$ cat src/rtl/lt24_pic_blitter.sv
// Picture RAM to LT24 LCD streamer: window-setup header
// followed by a memory-write burst over the 8080-style bus.
module lt24_pic_blitter #(
  parameter int WR_LOW  = 2,
  parameter int WR_HIGH = 2,
  parameter int MAX_PIX = 4096
) (
  input  logic        clk,
  input  logic        reset,
  input  logic        start,
  input  logic [15:0] x_start,
  input  logic [15:0] x_end,
  input  logic [15:0] y_start,
  input  logic [15:0] y_end,
  input  logic [12:0] pix_count,
  output logic        busy,
  output logic        done,
  output logic [11:0] mem_address,
  output logic        mem_chipselect,
  output logic        mem_clken,
  output logic        mem_write,
  output logic [1:0]  mem_byteenable,
  input  logic [15:0] mem_readdata,
  output logic        lcd_cs,
  output logic        lcd_rs,
  output logic        lcd_rd,
  output logic        lcd_wr,
  output logic [15:0] lcd_data
);

  typedef enum logic [2:0] {
    IDLE,
    SETUP,
    WR_LO,
    WR_HI,
    MEM_ADDR,
    MEM_CAP,
    FINISH
  } state_t;

  localparam logic [7:0]  LO_LAST  = 8'(WR_LOW - 1);
  localparam logic [7:0]  HI_LAST  = 8'(WR_HIGH - 1);
  localparam logic [12:0] PIX_MAX  = 13'(MAX_PIX);
  localparam logic [3:0]  HDR_LAST = 4'd10;

  state_t      state, state_n;
  logic [7:0]  cnt, cnt_n;
  logic [3:0]  hdr_idx, hdr_n;
  logic [12:0] pix_idx, pix_n;
  logic [12:0] n_q;
  logic [15:0] xs_q, xe_q, ys_q, ye_q;
  logic [15:0] data_q;
  logic        rs_q;
  logic        ld_win, ld_hdr, ld_pix;
  logic        hw_rs;
  logic [15:0] hw_data;

  // Header word selected by the index about to be presented
  always_comb begin
    hw_rs   = 1'b1;
    hw_data = 16'h0000;
    case (hdr_n)
      4'd0: begin
        hw_rs   = 1'b0;
        hw_data = 16'h002A;
      end
      4'd1: hw_data = {8'h00, xs_q[15:8]};
      4'd2: hw_data = {8'h00, xs_q[7:0]};
      4'd3: hw_data = {8'h00, xe_q[15:8]};
      4'd4: hw_data = {8'h00, xe_q[7:0]};
      4'd5: begin
        hw_rs   = 1'b0;
        hw_data = 16'h002B;
      end
      4'd6: hw_data = {8'h00, ys_q[15:8]};
      4'd7: hw_data = {8'h00, ys_q[7:0]};
      4'd8: hw_data = {8'h00, ye_q[15:8]};
      4'd9: hw_data = {8'h00, ye_q[7:0]};
      4'd10: begin
        hw_rs   = 1'b0;
        hw_data = 16'h002C;
      end
      default: ;
    endcase
  end

  always_comb begin
    state_n = state;
    cnt_n   = cnt;
    hdr_n   = hdr_idx;
    pix_n   = pix_idx;
    ld_win  = 1'b0;
    ld_hdr  = 1'b0;
    ld_pix  = 1'b0;
    case (state)
      IDLE: begin
        if (start) begin
          state_n = SETUP;
          ld_win  = 1'b1;
          ld_hdr  = 1'b1;
          hdr_n   = 4'd0;
          pix_n   = 13'd0;
        end
      end
      SETUP: begin
        state_n = WR_LO;
        cnt_n   = 8'd0;
      end
      WR_LO: begin
        if (cnt == LO_LAST) begin
          state_n = WR_HI;
          cnt_n   = 8'd0;
        end else begin
          cnt_n = cnt + 8'd1;
        end
      end
      WR_HI: begin
        if (cnt == HI_LAST) begin
          cnt_n = 8'd0;
          if (hdr_idx != HDR_LAST) begin
            state_n = SETUP;
            hdr_n   = hdr_idx + 4'd1;
            ld_hdr  = 1'b1;
          end else if (pix_idx < n_q) begin
            state_n = MEM_ADDR;
          end else begin
            state_n = FINISH;
          end
        end else begin
          cnt_n = cnt + 8'd1;
        end
      end
      MEM_ADDR: state_n = MEM_CAP;
      MEM_CAP: begin
        state_n = WR_LO;
        cnt_n   = 8'd0;
        ld_pix  = 1'b1;
        pix_n   = pix_idx + 13'd1;
      end
      FINISH: state_n = IDLE;
      default: state_n = IDLE;
    endcase
  end

  always_ff @(posedge clk) begin
    if (reset) begin
      state   <= IDLE;
      cnt     <= 8'd0;
      hdr_idx <= 4'd0;
      pix_idx <= 13'd0;
      n_q     <= 13'd0;
      xs_q    <= 16'h0000;
      xe_q    <= 16'h0000;
      ys_q    <= 16'h0000;
      ye_q    <= 16'h0000;
      data_q  <= 16'h0000;
      rs_q    <= 1'b1;
    end else begin
      state   <= state_n;
      cnt     <= cnt_n;
      hdr_idx <= hdr_n;
      pix_idx <= pix_n;
      if (ld_win) begin
        xs_q <= x_start;
        xe_q <= x_end;
        ys_q <= y_start;
        ye_q <= y_end;
        n_q  <= (pix_count > PIX_MAX) ? PIX_MAX : pix_count;
      end
      if (ld_hdr) begin
        rs_q   <= hw_rs;
        data_q <= hw_data;
      end else if (ld_pix) begin
        rs_q   <= 1'b1;
        data_q <= mem_readdata;
      end
    end
  end

  // cs is released only while idle and in the completion cycle
  assign lcd_cs         = (state == IDLE) || (state == FINISH);
  assign lcd_wr         = (state != WR_LO);
  assign lcd_rd         = 1'b1;
  assign lcd_rs         = rs_q;
  assign lcd_data       = data_q;
  assign busy           = (state != IDLE);
  assign done           = (state == FINISH);
  assign mem_chipselect = (state == MEM_ADDR);
  assign mem_address    = pix_idx[11:0];
  assign mem_clken      = 1'b1;
  assign mem_write      = 1'b0;
  assign mem_byteenable = 2'b11;

endmodule

$ cat config.mk
export PLATFORM = sky130hd
export DESIGN_NAME = lt24_pic_blitter
export DESIGN_NICKNAME = d
export VERILOG_FILES = /design/src/rtl/lt24_pic_blitter.sv
export SDC_FILE = /design/constraint.sdc
export NUM_CORES = 1
export LEC_CHECK = 0
export BUFFER_PORTS_ARGS = -buffer_cell sky130_fd_sc_hd__buf_2
export CORE_UTILIZATION = 26
export DETAILED_ROUTE_END_ITERATION = 6
export PLACE_DENSITY_LB_ADDON = 0.2
export SYNTH_ARGS = -nofsm -noshare
export SYNTH_HDL_FRONTEND = slang
export SYNTH_SLANG_ARGS = --single-unit
$ cat constraint.sdc
create_clock -name clk -period 2.6 [get_ports clk]
set_clock_uncertainty 0.15 [all_clocks]
set_input_delay 0.13 -clock clk [delete_from_list [all_inputs] [get_ports clk]]
set_output_delay 0.13 -clock clk [all_outputs]
set_load 0.1 [all_outputs]
==> metrics.txt <==
# TYPE chip_impl_metric gauge
chip_impl_metric{name="firstDrtPassIters",unit=""} 5
chip_impl_metric{name="numClockSinks",unit=""} 122
chip_impl_metric{name="grt_max_degree",unit=""} 71
chip_impl_metric{name="gr-usage-all-layers",unit=""} 0.178
chip_impl_info{name="mostFrequentLayoutCell",value="sky130_fd_sc_hd__nand2_1"} 1
chip_impl_metric{name="ys_seq_elements",unit=""} 122
chip_impl_info{name="post-synth-top-area-cell",value="sky130_fd_sc_hd__dfxtp_1"} 1
chip_impl_info{name="final_cell_mix",value="sky130_fd_sc_hd__nand2_1 (159), sky130_fd_sc_hd__buf_2 (128), sky130_fd_sc_hd__dfxtp_1 (120)"} 1
chip_impl_metric{name="synth-edff-count",unit=""} 0
chip_impl_metric{name="die_area",unit="µm²"} 23700
chip_impl_metric{name="reg2reg_depth",unit=""} 11
chip_impl_info{name="cts_tree",value="done"} 1
chip_impl_metric{name="die_height",unit="µm"} 154
chip_impl_metric{name="whs",unit="ns"} 0.0491
chip_impl_info{name="timing.hold.worst.start",value="mem_readdata[5]"} 1
chip_impl_metric{name="drc",unit=""} 0
chip_impl_metric{name="via_count_of_the_first_global_routing_pass",unit=""} 6010
chip_impl_metric{name="routed_wl",unit="mm"} 20.7
chip_impl_info{name="setup.worst_path.start_class",value="flip-flop"} 1
chip_impl_metric{name="worst-slew-pin-transition",unit="ns"} 0.724
chip_impl_info{name="worstPathCellList",value="inv_2, ha_4, or4b_4, buf_6, nor4_4, o21ba_4, buf_8, o311ai_4, a31oi_1, o31ai_1, a211oi_1"} 1
chip_impl_metric{name="post-route-period-util",unit=""} 1.05
chip_impl_info{name="failing_checks",value="negative setup slack"} 1
chip_impl_metric{name="pin_count",unit=""} 135
chip_impl_metric{name="die_x",unit="µm"} 154
chip_impl_metric{name="cts-root-to-sink-buffers",unit=""} 2
chip_impl_metric{name="max_cap_violations",unit=""} 0
chip_impl_metric{name="utilization",unit=""} 0.400
chip_impl_metric{name="cp_data_arrival_time",unit="ns"} 2.86
chip_impl_info{name="status",value="finished, violations left"} 1
chip_impl_metric{name="final-instance-count-excl-fill",unit=""} 1325
chip_impl_info{name="critical_path.slowest_cell",value="sky130_fd_sc_hd__or4b_4"} 1
chip_impl_metric{name="totalNegativeSetupSlack",unit="ns"} -0.627
chip_impl_info{name="hold_end",value="lcd_data[5]"} 1
chip_impl_info{name="clock-root-buffer",value="sky130_fd_sc_hd__clkbuf_16"} 1
chip_impl_metric{name="finalHoldViolCount",unit=""} 0
chip_impl_metric{name="synth.lib_cells_used.distinct",unit=""} 60
chip_impl_metric{name="initial_utilization",unit=""} 0.265
chip_impl_metric{name="post-synth-top-area-fraction",unit=""} 0.407
chip_impl_metric{name="clock_latency",unit="ns"} 0.42
chip_impl_metric{name="stage_delay_of_the_slowest_cell_on_the_critical_path",unit="ns"} 0.52
chip_impl_metric{name="synth_area_per_cell",unit="µm²"} 7.75
chip_impl_info{name="postSynth.topFlopCell",value="sky130_fd_sc_hd__dfxtp_1"} 1
chip_impl_metric{name="worst-endpoint-required",unit="ns"} 2.75
chip_impl_metric{name="final_layout_size_suffix_gt1_frac",unit=""} 0.269
chip_impl_metric{name="fin_ws",unit="ns"} -0.117
chip_impl_metric{name="grt_antenna_before_repair",unit=""} 0
chip_impl_info{name="synth.area.top_cells",value="sky130_fd_sc_hd__dfxtp_1 (41%), sky130_fd_sc_hd__nand2_1 (10%), sky130_fd_sc_hd__a21oi_1 (8.1%)"} 1
chip_impl_metric{name="max-vdd-ir-drop",unit="mV"} 0.357
chip_impl_metric{name="power.density_cell_area",unit="nW/µm²"} 584
chip_impl_metric{name="gpl_wtd_cong",unit=""} 0.829
chip_impl_info{name="crit-reg2reg-launch",value="cnt[1]"} 1
chip_impl_metric{name="fp-row-count",unit=""} 55
chip_impl_metric{name="synthToLayoutAreaGrowth",unit="%"} 50.7
chip_impl_metric{name="min_path_cells",unit=""} 4
chip_impl_metric{name="num_antenna_cells",unit=""} 0
chip_impl_metric{name="slew_viol_final",unit=""} 0
chip_impl_metric{name="fmaxAchievable",unit="GHz"} 0.368
chip_impl_metric{name="total_power",unit="mW"} 5.28
chip_impl_metric{name="clkTransAtPathRegs",unit="ns"} 0.06
chip_impl_metric{name="num_vias",unit=""} 6368
chip_impl_metric{name="synthesized_netlist_cell_count",unit=""} 775
chip_impl_info{name="timing.setup.critical_path_class",value="reg2reg"} 1
chip_impl_info{name="hold_path.class",value="in2reg"} 1
chip_impl_metric{name="ff2ff_setup_slack",unit="ns"} -0.12
chip_impl_metric{name="nets",unit=""} 1140
chip_impl_metric{name="via_per_inst",unit=""} 4.81
chip_impl_metric{name="ys_async_sr_fraction",unit=""} 0
chip_impl_metric{name="routedWlPerCell",unit="µm"} 15.6
chip_impl_metric{name="post_synthesis_cell_area",unit="µm²"} 6000
chip_impl_info{name="critical_path.reg2reg.endpoint",value="lcd_data[1]"} 1
chip_impl_metric{name="min_period",unit="ns"} 2.72
chip_impl_metric{name="antenna_left",unit=""} 0
chip_impl_metric{name="seq_area_frac_synth",unit=""} 0.407
chip_impl_metric{name="slew_headroom",unit=""} 0.517
chip_impl_info{name="rsz0062_at_grt",value="yes"} 1
chip_impl_metric{name="total_clock_buffers_created_by_cts",unit=""} 17
chip_impl_metric{name="io_buffer_count",unit=""} 129
chip_impl_metric{name="htree_depth",unit=""} 4
chip_impl_info{name="crit_path_end_kind",value="flip-flop"} 1
chip_impl_metric{name="power.leakage",unit="nW"} 3.71
chip_impl_metric{name="grt_first_pass_wirelength",unit="mm"} 32.6
chip_impl_metric{name="grt-ovfl-total",unit=""} 0
chip_impl_metric{name="initialDrtViolationCount",unit=""} 313
chip_impl_metric{name="place.detailed.instances",unit=""} 1197
chip_impl_metric{name="placeableCoreArea",unit="µm²"} 22600
chip_impl_metric{name="ys.warnings.count",unit=""} 0
chip_impl_metric{name="hpwlAfterDp",unit="mm"} 14.3
chip_impl_metric{name="timing.critical_path.fanout_max",unit=""} 8
chip_impl_metric{name="setup_violations",unit=""} 8
## worst max path at each step
stage	slack [ns]	endpoint	from	depth (start not counted)
2_1_floorplan	-0.001	lcd_data[3]	cnt[1]	10
3_3_place_gp	-0.12	lcd_data[7]	cnt[1]	10
3_5_place_dp	-0.20	lcd_data[1]	cnt[1]	10
4_1_cts	-0.08	lcd_data[1]	cnt[1]	10
5_1_grt	-0.25	lcd_data[1]	cnt[1]	11
6_report	-0.12	lcd_data[1]	cnt[1]	11
## cell type report
type | count | area, µm²
clock buffer | 18 | 439
clock inverter | 14 | 160
fill | 2356 | 13600
inverter | 18 | 67.6
multi-input combinational | 569 | 3340
sequential | 122 | 2440
tap | 285 | 357
timing repair buffer | 299 | 2240
## per-stage QoR
stage | worst slack [ns] | instance area, µm²
6_report | -0.117 | 9050
5_1_grt | -0.251 | 9050
4_1_cts | -0.0838 | 8970
3_5_place_dp | -0.205 | 7330
3_3_place_gp | -0.115 | 7330
2_1_floorplan | -0.00119 | 6060
## critical path, delay by kind of cell (launching register included)
family,cells,cell delay (ns)
buf+inv,3,0.36
compound gates,5,0.78
simple gates,2,0.87
flops,1,0.32
fa+ha+maj,1,0.12
## what timing repair did
| action | 4_1_cts | 5_1_grt |
|---|---|---|
| setup buffers | 1 | 1 |
| hold buffers | 93 | 0 |
| endpoints found under the hold margin | 93 | 0 |
| resized for setup | 20 | 13 |
| pin swaps | 15 | 10 |
| gates cloned | 1 | 0 |
| setup endpoints to repair | 9 | 9 |
## cell families after synthesis
group,after synthesis,share of synthesized area
AO/OA/AOI/OAI,209,0.215
adder cells (fa/ha/maj),17,0.0354
buffers and inverters,88,0.0723
flip-flops,122,0.407
multiplexers,15,0.0263
other,2,0.00125
AND/OR/NAND/NOR,322,0.243
## sequential cells by signal (all words and copies together), names as in the netlist, 8 cells and up
register	count
pix_idx	13
xe_q	16
ye_q	16
lcd_data	16
ys_q	16
n_q	13
xs_q	16
cnt	8
## cell usage after synthesis, drive strengths merged (7+ instances only)
library cell  instances
nand3b                7
buf                  28
nor4                  9
and3                 10
clkbuf               42
a31oi                10
nand2               161
a21oi                97
a21o                  8
a22oi                18
ha                   17
nand3                28
mux2i                 9
inv                  18
dfxtp               122
nand4                 8
nor2                 70
a211oi               10
o21ai                31
nor3                  9
## power by group
group | internal [mW] | total [mW] | switching, mW
Combinational | 0.321 | 0.840 | 0.519
Sequential | 1.97 | 2.04 | 0.0749
Clock | 1.46 | 2.40 | 0.943
Total | 3.74 | 5.28 | 1.54
## layer usage
layer,GRT usage,share of wire
met1,0.232,0.47
met2,0.287,0.47
met3,0.0335,0.039
met4,0.0695,0.022
met5,0,0
Power figures use the tool's default switching activity.
